**config.mk**
```make
export PLATFORM = sky130hd
export DESIGN_NAME = bit_reorder_stream
export DESIGN_NICKNAME = d
export VERILOG_FILES = /design/src/rtl/bit_reorder_stream_pkg.sv /design/src/rtl/bit_reorder_stream_core.sv /design/src/rtl/bit_reorder_stream.sv
export SDC_FILE = /design/constraint.sdc
export NUM_CORES = 1
export LEC_CHECK = 0
export ABC_AREA = 1
export CORE_ASPECT_RATIO = 2
export CORE_MARGIN = 2
export CORE_UTILIZATION = 52
export DETAILED_ROUTE_END_ITERATION = 10
export PLACE_DENSITY = 0.83
export SLEW_MARGIN = 20
export SYNTH_ARGS = -nofsm -noshare
export SYNTH_HDL_FRONTEND = slang
export SYNTH_HIERARCHICAL = 1
export SYNTH_SLANG_ARGS = --single-unit
export TNS_END_PERCENT = 100
```
**constraint.sdc**
```tcl
create_clock -name clk -period 1.8 [get_ports clk]
set_input_delay 0.45 -clock clk [delete_from_list [all_inputs] [get_ports clk]]
set_output_delay 0.45 -clock clk [all_outputs]
set_load 0.005 [all_outputs]
```
**src/rtl/bit_reorder_stream_pkg.sv**
```systemverilog
// -----------------------------------------------------------------------------
// bit_reorder_stream_pkg
//   Shared types and helpers for the streaming bit/lane reorder block.
//   - reorder_mode_t : per-packet reorder mode carried on s_mode.
//   - pkt_state_t    : packet-tracking FSM states.
//   - rev_groups     : reverse the order of g-bit groups within a w-bit word.
//   - rev_in_groups  : reverse the bits inside every g-bit group of a w-bit word.
//   Both helpers work on a fixed-size container (RO_MAX_W bits), touch only the
//   low w bits and return zeros above them. Callers pass constant w/g, so the
//   loops fold down to plain wiring.
// -----------------------------------------------------------------------------
package bit_reorder_stream_pkg;

    typedef enum logic [1:0] {
        RO_PASS        = 2'b00,
        RO_LANE_BITREV = 2'b01,
        RO_LANE_SWAP   = 2'b10,
        RO_FULL_REV    = 2'b11
    } reorder_mode_t;

    typedef enum logic {
        ST_IDLE   = 1'b0,
        ST_IN_PKT = 1'b1
    } pkt_state_t;

    // Widest word the helpers can handle.
    localparam int RO_MAX_W = 512;

    typedef logic [RO_MAX_W-1:0] ro_vec_t;

    // Output group i takes input group n-1-i (n = w/g groups); bit order
    // inside a group is preserved. g=1 gives a full-word bit reverse.
    function automatic ro_vec_t rev_groups(input ro_vec_t     v,
                                           input int unsigned w,
                                           input int unsigned g);
        ro_vec_t     r;
        int unsigned n;
        r = '0;
        n = w / g;
        for (int unsigned k = 0; k < RO_MAX_W; k++) begin
            if (k < w) begin
                r[k] = v[(n - 1 - (k / g)) * g + (k % g)];
            end
        end
        return r;
    endfunction

    // Every g-bit group stays in place but has its bits mirrored.
    function automatic ro_vec_t rev_in_groups(input ro_vec_t     v,
                                              input int unsigned w,
                                              input int unsigned g);
        ro_vec_t r;
        r = '0;
        for (int unsigned k = 0; k < RO_MAX_W; k++) begin
            if (k < w) begin
                r[k] = v[(k / g) * g + (g - 1 - (k % g))];
            end
        end
        return r;
    endfunction

endpackage

```
**src/rtl/bit_reorder_stream_core.sv**
```systemverilog
// -----------------------------------------------------------------------------
// bit_reorder_core
//   Purely combinational data/keep permutation.
//   Ports:
//     data_i  [DATA_W]    input beat data
//     keep_i  [DATA_W/8]  input byte enables
//     mode_i              reorder mode for this beat
//     data_o  [DATA_W]    reordered data
//     keep_o  [DATA_W/8]  byte enables permuted to follow the data
// -----------------------------------------------------------------------------
module bit_reorder_core
    import bit_reorder_stream_pkg::*;
#(
    parameter  int DATA_W = 64,
    parameter  int LANE_W = 8,
    localparam int KEEP_W = DATA_W / 8
) (
    input  logic [DATA_W-1:0] data_i,
    input  logic [KEEP_W-1:0] keep_i,
    input  reorder_mode_t     mode_i,
    output logic [DATA_W-1:0] data_o,
    output logic [KEEP_W-1:0] keep_o
);

    // One keep bit per byte, so a lane owns LANE_W/8 keep bits.
    localparam int KEEP_GRP = LANE_W / 8;

    ro_vec_t data_ext;
    ro_vec_t keep_ext;
    ro_vec_t data_res;
    ro_vec_t keep_res;

    always_comb begin
        data_ext               = '0;
        data_ext[DATA_W-1:0]   = data_i;
        keep_ext               = '0;
        keep_ext[KEEP_W-1:0]   = keep_i;
        data_res               = data_ext;
        keep_res               = keep_ext;
        case (mode_i)
            RO_PASS: begin
            end
            RO_LANE_BITREV: begin
                data_res = rev_in_groups(data_ext, DATA_W, LANE_W);
            end
            RO_LANE_SWAP: begin
                data_res = rev_groups(data_ext, DATA_W, LANE_W);
                keep_res = rev_groups(keep_ext, KEEP_W, KEEP_GRP);
            end
            RO_FULL_REV: begin
                data_res = rev_groups(data_ext, DATA_W, 1);
                keep_res = rev_groups(keep_ext, KEEP_W, 1);
            end
            default: begin
            end
        endcase
    end

    assign data_o = data_res[DATA_W-1:0];
    assign keep_o = keep_res[KEEP_W-1:0];

    // Container bits above the real word are always zero and go nowhere.
    logic [2*RO_MAX_W-DATA_W-KEEP_W-1:0] unused_hi;
    assign unused_hi = {data_res[RO_MAX_W-1:DATA_W], keep_res[RO_MAX_W-1:KEEP_W]};

endmodule

```
**src/rtl/bit_reorder_stream.sv**
```systemverilog
// -----------------------------------------------------------------------------
// bit_reorder_stream
//   Two-stage valid/ready pipeline that reorders each beat (pass, lane bit
//   reverse, lane swap, full-word reverse). The mode is sampled on the first
//   beat of a packet and held for the rest of it. Keep follows the data.
//   Ports:
//     clk, rst_n          clock, synchronous active-low reset
//     s_valid/s_ready     input handshake (s_ready is combinational)
//     s_data/s_keep       input beat and byte enables
//     s_last/s_mode       end-of-packet marker, mode for a packet's first beat
//     m_valid/m_ready     output handshake
//     m_data/m_keep       reordered beat and permuted byte enables
//     m_last              end-of-packet marker travelling with the beat
//     stat_clr            synchronous clear of the statistics counters
//     pkt_cnt/beat_cnt    packets / beats delivered at the output
// -----------------------------------------------------------------------------
module bit_reorder_stream
    import bit_reorder_stream_pkg::*;
#(
    parameter  int DATA_W = 64,
    parameter  int LANE_W = 8,
    parameter  int CNT_W  = 32,
    localparam int KEEP_W = DATA_W / 8
) (
    input  logic              clk,
    input  logic              rst_n,
    input  logic              s_valid,
    output logic              s_ready,
    input  logic [DATA_W-1:0] s_data,
    input  logic [KEEP_W-1:0] s_keep,
    input  logic              s_last,
    input  logic [1:0]        s_mode,
    output logic              m_valid,
    input  logic              m_ready,
    output logic [DATA_W-1:0] m_data,
    output logic [KEEP_W-1:0] m_keep,
    output logic              m_last,
    input  logic              stat_clr,
    output logic [CNT_W-1:0]  pkt_cnt,
    output logic [CNT_W-1:0]  beat_cnt
);

    generate
        if (DATA_W % LANE_W != 0) begin : g_chk_lane_div
            $fatal(1, "bit_reorder_stream: DATA_W must be a multiple of LANE_W");
        end
        if (LANE_W % 8 != 0) begin : g_chk_lane_byte
            $fatal(1, "bit_reorder_stream: LANE_W must be a multiple of 8");
        end
        if (DATA_W > RO_MAX_W) begin : g_chk_max_w
            $fatal(1, "bit_reorder_stream: DATA_W exceeds RO_MAX_W");
        end
    endgenerate

    // Pipeline state
    logic              vld_p1_q;
    logic [DATA_W-1:0] data_p1_q;
    logic [KEEP_W-1:0] keep_p1_q;
    logic              last_p1_q;
    reorder_mode_t     mode_p1_q;

    logic              vld_p2_q;
    logic [DATA_W-1:0] data_p2_q;
    logic [KEEP_W-1:0] keep_p2_q;
    logic              last_p2_q;

    logic              adv1;
    logic              adv2;
    logic              s_fire;
    logic              m_fire;

    // Handshake: a stage may load when it is empty or its content moves on.
    assign adv2    = !vld_p2_q || m_ready;
    assign adv1    = !vld_p1_q || adv2;
    // Held low while reset is asserted so nothing is accepted into a stage
    // that is being flushed.
    assign s_ready = rst_n && adv1;
    assign s_fire  = s_valid && s_ready;
    assign m_fire  = vld_p2_q && m_ready;

    // Packet mode FSM
    pkt_state_t    state_q;
    pkt_state_t    state_d;
    reorder_mode_t mode_q;
    reorder_mode_t mode_d;
    reorder_mode_t eff_mode;

    always_comb begin
        state_d  = state_q;
        mode_d   = mode_q;
        eff_mode = mode_q;
        // First beat of a packet uses s_mode directly, so it is reordered
        // in the same mode that gets latched for the remaining beats.
        if (state_q == ST_IDLE) begin
            eff_mode = reorder_mode_t'(s_mode);
        end
        if (s_fire) begin
            if (state_q == ST_IDLE) begin
                mode_d  = reorder_mode_t'(s_mode);
                state_d = s_last ? ST_IDLE : ST_IN_PKT;
            end else if (s_last) begin
                state_d = ST_IDLE;
            end
        end
    end

    always_ff @(posedge clk) begin
        if (!rst_n) begin
            state_q <= ST_IDLE;
            mode_q  <= RO_PASS;
        end else begin
            state_q <= state_d;
            mode_q  <= mode_d;
        end
    end

    // ---- stage 1: register accepted beat with its effective mode ----
    always_ff @(posedge clk) begin
        if (!rst_n) begin
            vld_p1_q  <= 1'b0;
            data_p1_q <= '0;
            keep_p1_q <= '0;
            last_p1_q <= 1'b0;
            mode_p1_q <= RO_PASS;
        end else if (adv1) begin
            vld_p1_q <= s_fire;
            if (s_fire) begin
                data_p1_q <= s_data;
                keep_p1_q <= s_keep;
                last_p1_q <= s_last;
                mode_p1_q <= eff_mode;
            end
        end
    end

    // ---- stage 1 -> stage 2: combinational reorder ----
    logic [DATA_W-1:0] ro_data;
    logic [KEEP_W-1:0] ro_keep;

    bit_reorder_core #(
        .DATA_W (DATA_W),
        .LANE_W (LANE_W)
    ) u_core (
        .data_i (data_p1_q),
        .keep_i (keep_p1_q),
        .mode_i (mode_p1_q),
        .data_o (ro_data),
        .keep_o (ro_keep)
    );

    // ---- stage 2: register reordered beat (output register) ----
    always_ff @(posedge clk) begin
        if (!rst_n) begin
            vld_p2_q  <= 1'b0;
            data_p2_q <= '0;
            keep_p2_q <= '0;
            last_p2_q <= 1'b0;
        end else if (adv2) begin
            vld_p2_q <= vld_p1_q;
            if (vld_p1_q) begin
                data_p2_q <= ro_data;
                keep_p2_q <= ro_keep;
                last_p2_q <= last_p1_q;
            end
        end
    end

    assign m_valid = vld_p2_q;
    assign m_data  = data_p2_q;
    assign m_keep  = keep_p2_q;
    assign m_last  = last_p2_q;

    // Statistics counters
    logic [CNT_W-1:0] pkt_cnt_q;
    logic [CNT_W-1:0] pkt_cnt_d;
    logic [CNT_W-1:0] beat_cnt_q;
    logic [CNT_W-1:0] beat_cnt_d;

    always_comb begin
        pkt_cnt_d  = pkt_cnt_q;
        beat_cnt_d = beat_cnt_q;
        // Clear takes priority over a coincident increment.
        if (stat_clr) begin
            pkt_cnt_d  = '0;
            beat_cnt_d = '0;
        end else if (m_fire) begin
            beat_cnt_d = beat_cnt_q + 1'b1;
            if (last_p2_q) begin
                pkt_cnt_d = pkt_cnt_q + 1'b1;
            end
        end
    end

    always_ff @(posedge clk) begin
        if (!rst_n) begin
            pkt_cnt_q  <= '0;
            beat_cnt_q <= '0;
        end else begin
            pkt_cnt_q  <= pkt_cnt_d;
            beat_cnt_q <= beat_cnt_d;
        end
    end

    assign pkt_cnt  = pkt_cnt_q;
    assign beat_cnt = beat_cnt_q;

endmodule

```
==> summary by stage <==
Synth
The mean instance size in the synthesized netlist is 6.74 µm². After synthesis the netlist holds a flip-flop and latch count of 217. The number of nets produced by synthesis is 1662. Counting distinct cell types in the post-synthesis netlist gives 32. The post-synthesis cell count is 1580.

The yosys synthesis warning count is 6. Sequential elements use 40.8% of the synthesized area. The netlist area before placement is 10600 µm².

Detailed routing
The via total after detailed routing is 11700. For this block, the initial DRC count from the detailed router was 788. The number of routed nets with antenna violations is 0.

The number of vias per cell is 5.60. For this run, design rule violations remaining after detail routing come to 0. The total iterations of the first detailed-routing run is 7. The overall routed net length is 33900 µm. After detailed routing, the average wire length per cell comes to 16.3 µm.

Worst setup path
The worst setup path is of the reg -> out kind. At the worst endpoint, the required time is 1350 ps. The buffers plus inverters on the worst setup path is 1. The data arrival time at the worst-slack endpoint is 1320 ps. The critical-path maximum fanout is 2. The highest cell delay on the worst timing path is 490 ps. The worst setup path is launched from a register.

The kind of end point of the critical path is an output port. The cell family contributing the most delay on the critical path is buffers and inverters. The signal on the critical path passes through clkdlybuf4s50_1. On the critical path, the stage with the largest delay is an instance of sky130_fd_sc_hd__clkdlybuf4s50_1.

Pwr
The proportion of power drawn by the clock network is 37.9%. Sequential cells account for 49.4% of the total power. The post-route total power is 10.6 mW. Summed over all nets, the switching power comes to 2.82 mW. The leakage power summed over all cells is 6.40 nW.

The switching power as a share of total power is 26.6%. The combinational group share of total power is 12.7%. The worst-case IR drop observed on VDD is 0.711 mV. The internal power is 7.78 mW. For this design the ratio of total power to cell area is 744 nW/µm².

CTS
The TritonCTS clock tree is done. In this run, post-CTS hold repair placed 0 buffers. The master cell of the clock root buffer is sky130_fd_sc_hd__clkbuf_16.

In this run the number of H-tree levels came out at 1. Clock tree synthesis found a total of 217 sinks. The clock transition at the register clock pins on the worst setup and hold paths after CTS is 70 ps. The number of clock buffers added by TritonCTS is 20. The maximum root-to-sink buffer count is 3. The later pin in the worst-skew pair is clocked with a latency of 510 ps.

Global route
Summed over all layers, the global routing overflow is 0. The largest net degree at the start of global routing is 129. The initial antenna violation count is 0. The first global-routing pass estimated 53900 µm of wire. The via count of the first global-routing pass came to 11000. Across every metal layer, demand over resource in global routing totals 30.6%.

Timing
The final max-slew violation count is 0. The final period demand of the worst path is 1770 ps. Measured against its own limit, the worst slew margin works out to 63.5%. Setup repair after global routing could not meet its margin everywhere. Setup violations remaining at the end of the flow were counted as 0. The ratio of final minimum period to clock period is 98.5%. The worst-margin pin slew is 548 ps.

The final setup TNS is 0 ps. The achievable clock frequency is 0.564 GHz. The hold violation total from the final report was 0. The clock tree skew after final layout is 11.8 ps.

Die
Once the floorplan was initialized, standard cells occupied 52.5% of the core. After floorplanning, the core was divided into 74 placement rows. The floorplan step set the die height to 206 µm. The total I/O pin count is 219. The area of the die is 21700 µm². The die is 105 µm wide.

In this run the standard cell core region covers 20300 µm².

Final layout
Leaving out fill and tap cells, the most frequent cell in the layout is sky130_fd_sc_hd__nand2_1. The area growth from synthesis to layout is 33.7%. The count of antenna diodes in the layout is 0.

Leaving out fill and tap cells, the most frequent cells in the layout are sky130_fd_sc_hd__nand2_1 (359), sky130_fd_sc_hd__nor2_1 (250), sky130_fd_sc_hd__nand3_1 (230). Cells with a size suffix above 1 make up 12.9% of the layout. The number of nets in the layout is 1888.

Placed design
Port buffering added 218 buffers. The HPWL after detailed placement is 23400 µm. Routability-driven placement finished with a final weighted congestion of 0.932.

Job
The number of violations of the max-capacitance limit is 0.

Run status
The run finished with clean final reports.

Worst hold path
The min-delay analysis places its worst path in the category in -> reg.
[synth_stat cells]
cell type / count / share of area (%)
sky130_fd_sc_hd__nor2_2: 8 / 0.47
sky130_fd_sc_hd__o21bai_1: 2 / 0.14
sky130_fd_sc_hd__o21ai_1: 5 / 0.24
sky130_fd_sc_hd__xor2_1: 5 / 0.41
sky130_fd_sc_hd__nor2_4: 9 / 0.95
sky130_fd_sc_hd__inv_1: 70 / 2.5
sky130_fd_sc_hd__nand2_2: 1 / 0.059
sky130_fd_sc_hd__nand3b_1: 1 / 0.071
sky130_fd_sc_hd__nor3_1: 16 / 0.75
sky130_fd_sc_hd__nor3b_1: 3 / 0.21
sky130_fd_sc_hd__buf_6: 3 / 0.32
sky130_fd_sc_hd__and2_1: 1 / 0.059
sky130_fd_sc_hd__inv_2: 5 / 0.18
sky130_fd_sc_hd__o21ai_0: 163 / 7.7
sky130_fd_sc_hd__and3_1: 1 / 0.059
sky130_fd_sc_hd__ha_1: 2 / 0.24
sky130_fd_sc_hd__nand2_1: 360 / 13
sky130_fd_sc_hd__nand3_4: 3 / 0.49
sky130_fd_sc_hd__nand2_4: 4 / 0.42
sky130_fd_sc_hd__buf_2: 58 / 2.7
sky130_fd_sc_hd__nor2_8: 3 / 0.56
sky130_fd_sc_hd__nand3_2: 2 / 0.19
sky130_fd_sc_hd__a21oi_1: 40 / 1.9
sky130_fd_sc_hd__clkbuf_1: 33 / 1.2
sky130_fd_sc_hd__nand4_1: 71 / 4.2
sky130_fd_sc_hd__o21a_1: 3 / 0.21
sky130_fd_sc_hd__dfxtp_1: 217 / 41
sky130_fd_sc_hd__nor2_1: 251 / 8.9
sky130_fd_sc_hd__buf_4: 7 / 0.49
sky130_fd_sc_hd__a21o_1: 1 / 0.071
sky130_fd_sc_hd__xnor2_1: 2 / 0.16
sky130_fd_sc_hd__nand3_1: 230 / 11
[final timing paths]
check	start	end	slack (ps)	cells after the start
max	beat_cnt[21]	beat_cnt[21]	30	1
min	rst_n	last_p1_q	410	4
max reg2reg	pkt_cnt[1]	pkt_cnt[26]	160	9
min reg2reg	beat_cnt[5]	beat_cnt[5]	460	2
[through the flow]
step	worst slack, ps	instances	hold WS (ps)	area, µm²	util, %
2_1_floorplan	347	1580	437	10600	-
3_3_place_gp	-323	2014	445	13200	65.3
3_5_place_dp	-346	2014	455	13200	65.3
4_1_cts	0.0375	2081	382	14100	69.8
5_1_grt	-22.2	2082	428	14200	70.2
6_report	27.4	2082	407	14200	70.2
[layout make-up]
cell class / instances / area [µm²]
multi-input combinational: 1187 / 5530
fill: 1664 / 6040
inverter: 75 / 282
timing repair buffer: 305 / 2970
tap: 266 / 333
clock buffer: 25 / 551
sequential: 217 / 4530
clock inverter: 7 / 38.8
[sequential cells by signal, indices dropped and copies added (netlist names), 2 cells and up]
name,cells
beat_cnt,32
pkt_cnt,32
m_keep,8
m_data,64
keep_p1_q,8
data_p1_q,64
mode_p1_q,2
mode_q,2
[layer usage]
| metal | GRT usage [%] | part of all wire [%] | up-vias |
|---|---|---|---|
| met5 | 0 | 0 | - |
| met4 | 17.6 | 6.0 | 0 |
| met3 | 3.66 | 5.8 | 122 |
| met2 | 59.5 | 55 | 532 |
| met1 | 30.8 | 33 | 5333 |
| li1 | - | - | 5680 |
[timing repair]
| item | CTS | global route |
|---|---|---|
| pin swaps | 0 | 0 |
| resized for setup | 218 | 33 |
| buffers inserted | 35 | 1 |
| setup endpoints to repair | 129 | 33 |
[cell families after synthesis]
| group | count (synthesis) | share of synthesized area, % |
|---|---|---|
| buffers and inverters | 176 | 7.35 |
| AND/OR/NAND/NOR | 964 | 40.8 |
| adder cells (fa/ha/maj) | 2 | 0.235 |
| AO/OA/AOI/OAI | 214 | 10.2 |
| XOR/XNOR | 7 | 0.576 |
| flip-flops | 217 | 40.8 |
[power groups by stage]
stage | registers, mW | clock network, mW | logic, mW
global placement | 5.37 | 0 | 1.37
detailed placement | 5.38 | 0 | 1.40
CTS | 5.23 | 4.09 | 1.35
finish | 5.24 | 4.01 | 1.35
global route | 5.27 | 4.24 | 1.49
floorplan | 5.33 | 0 | 0.710
No activity file was read; power rests on OpenSTA's default activity.
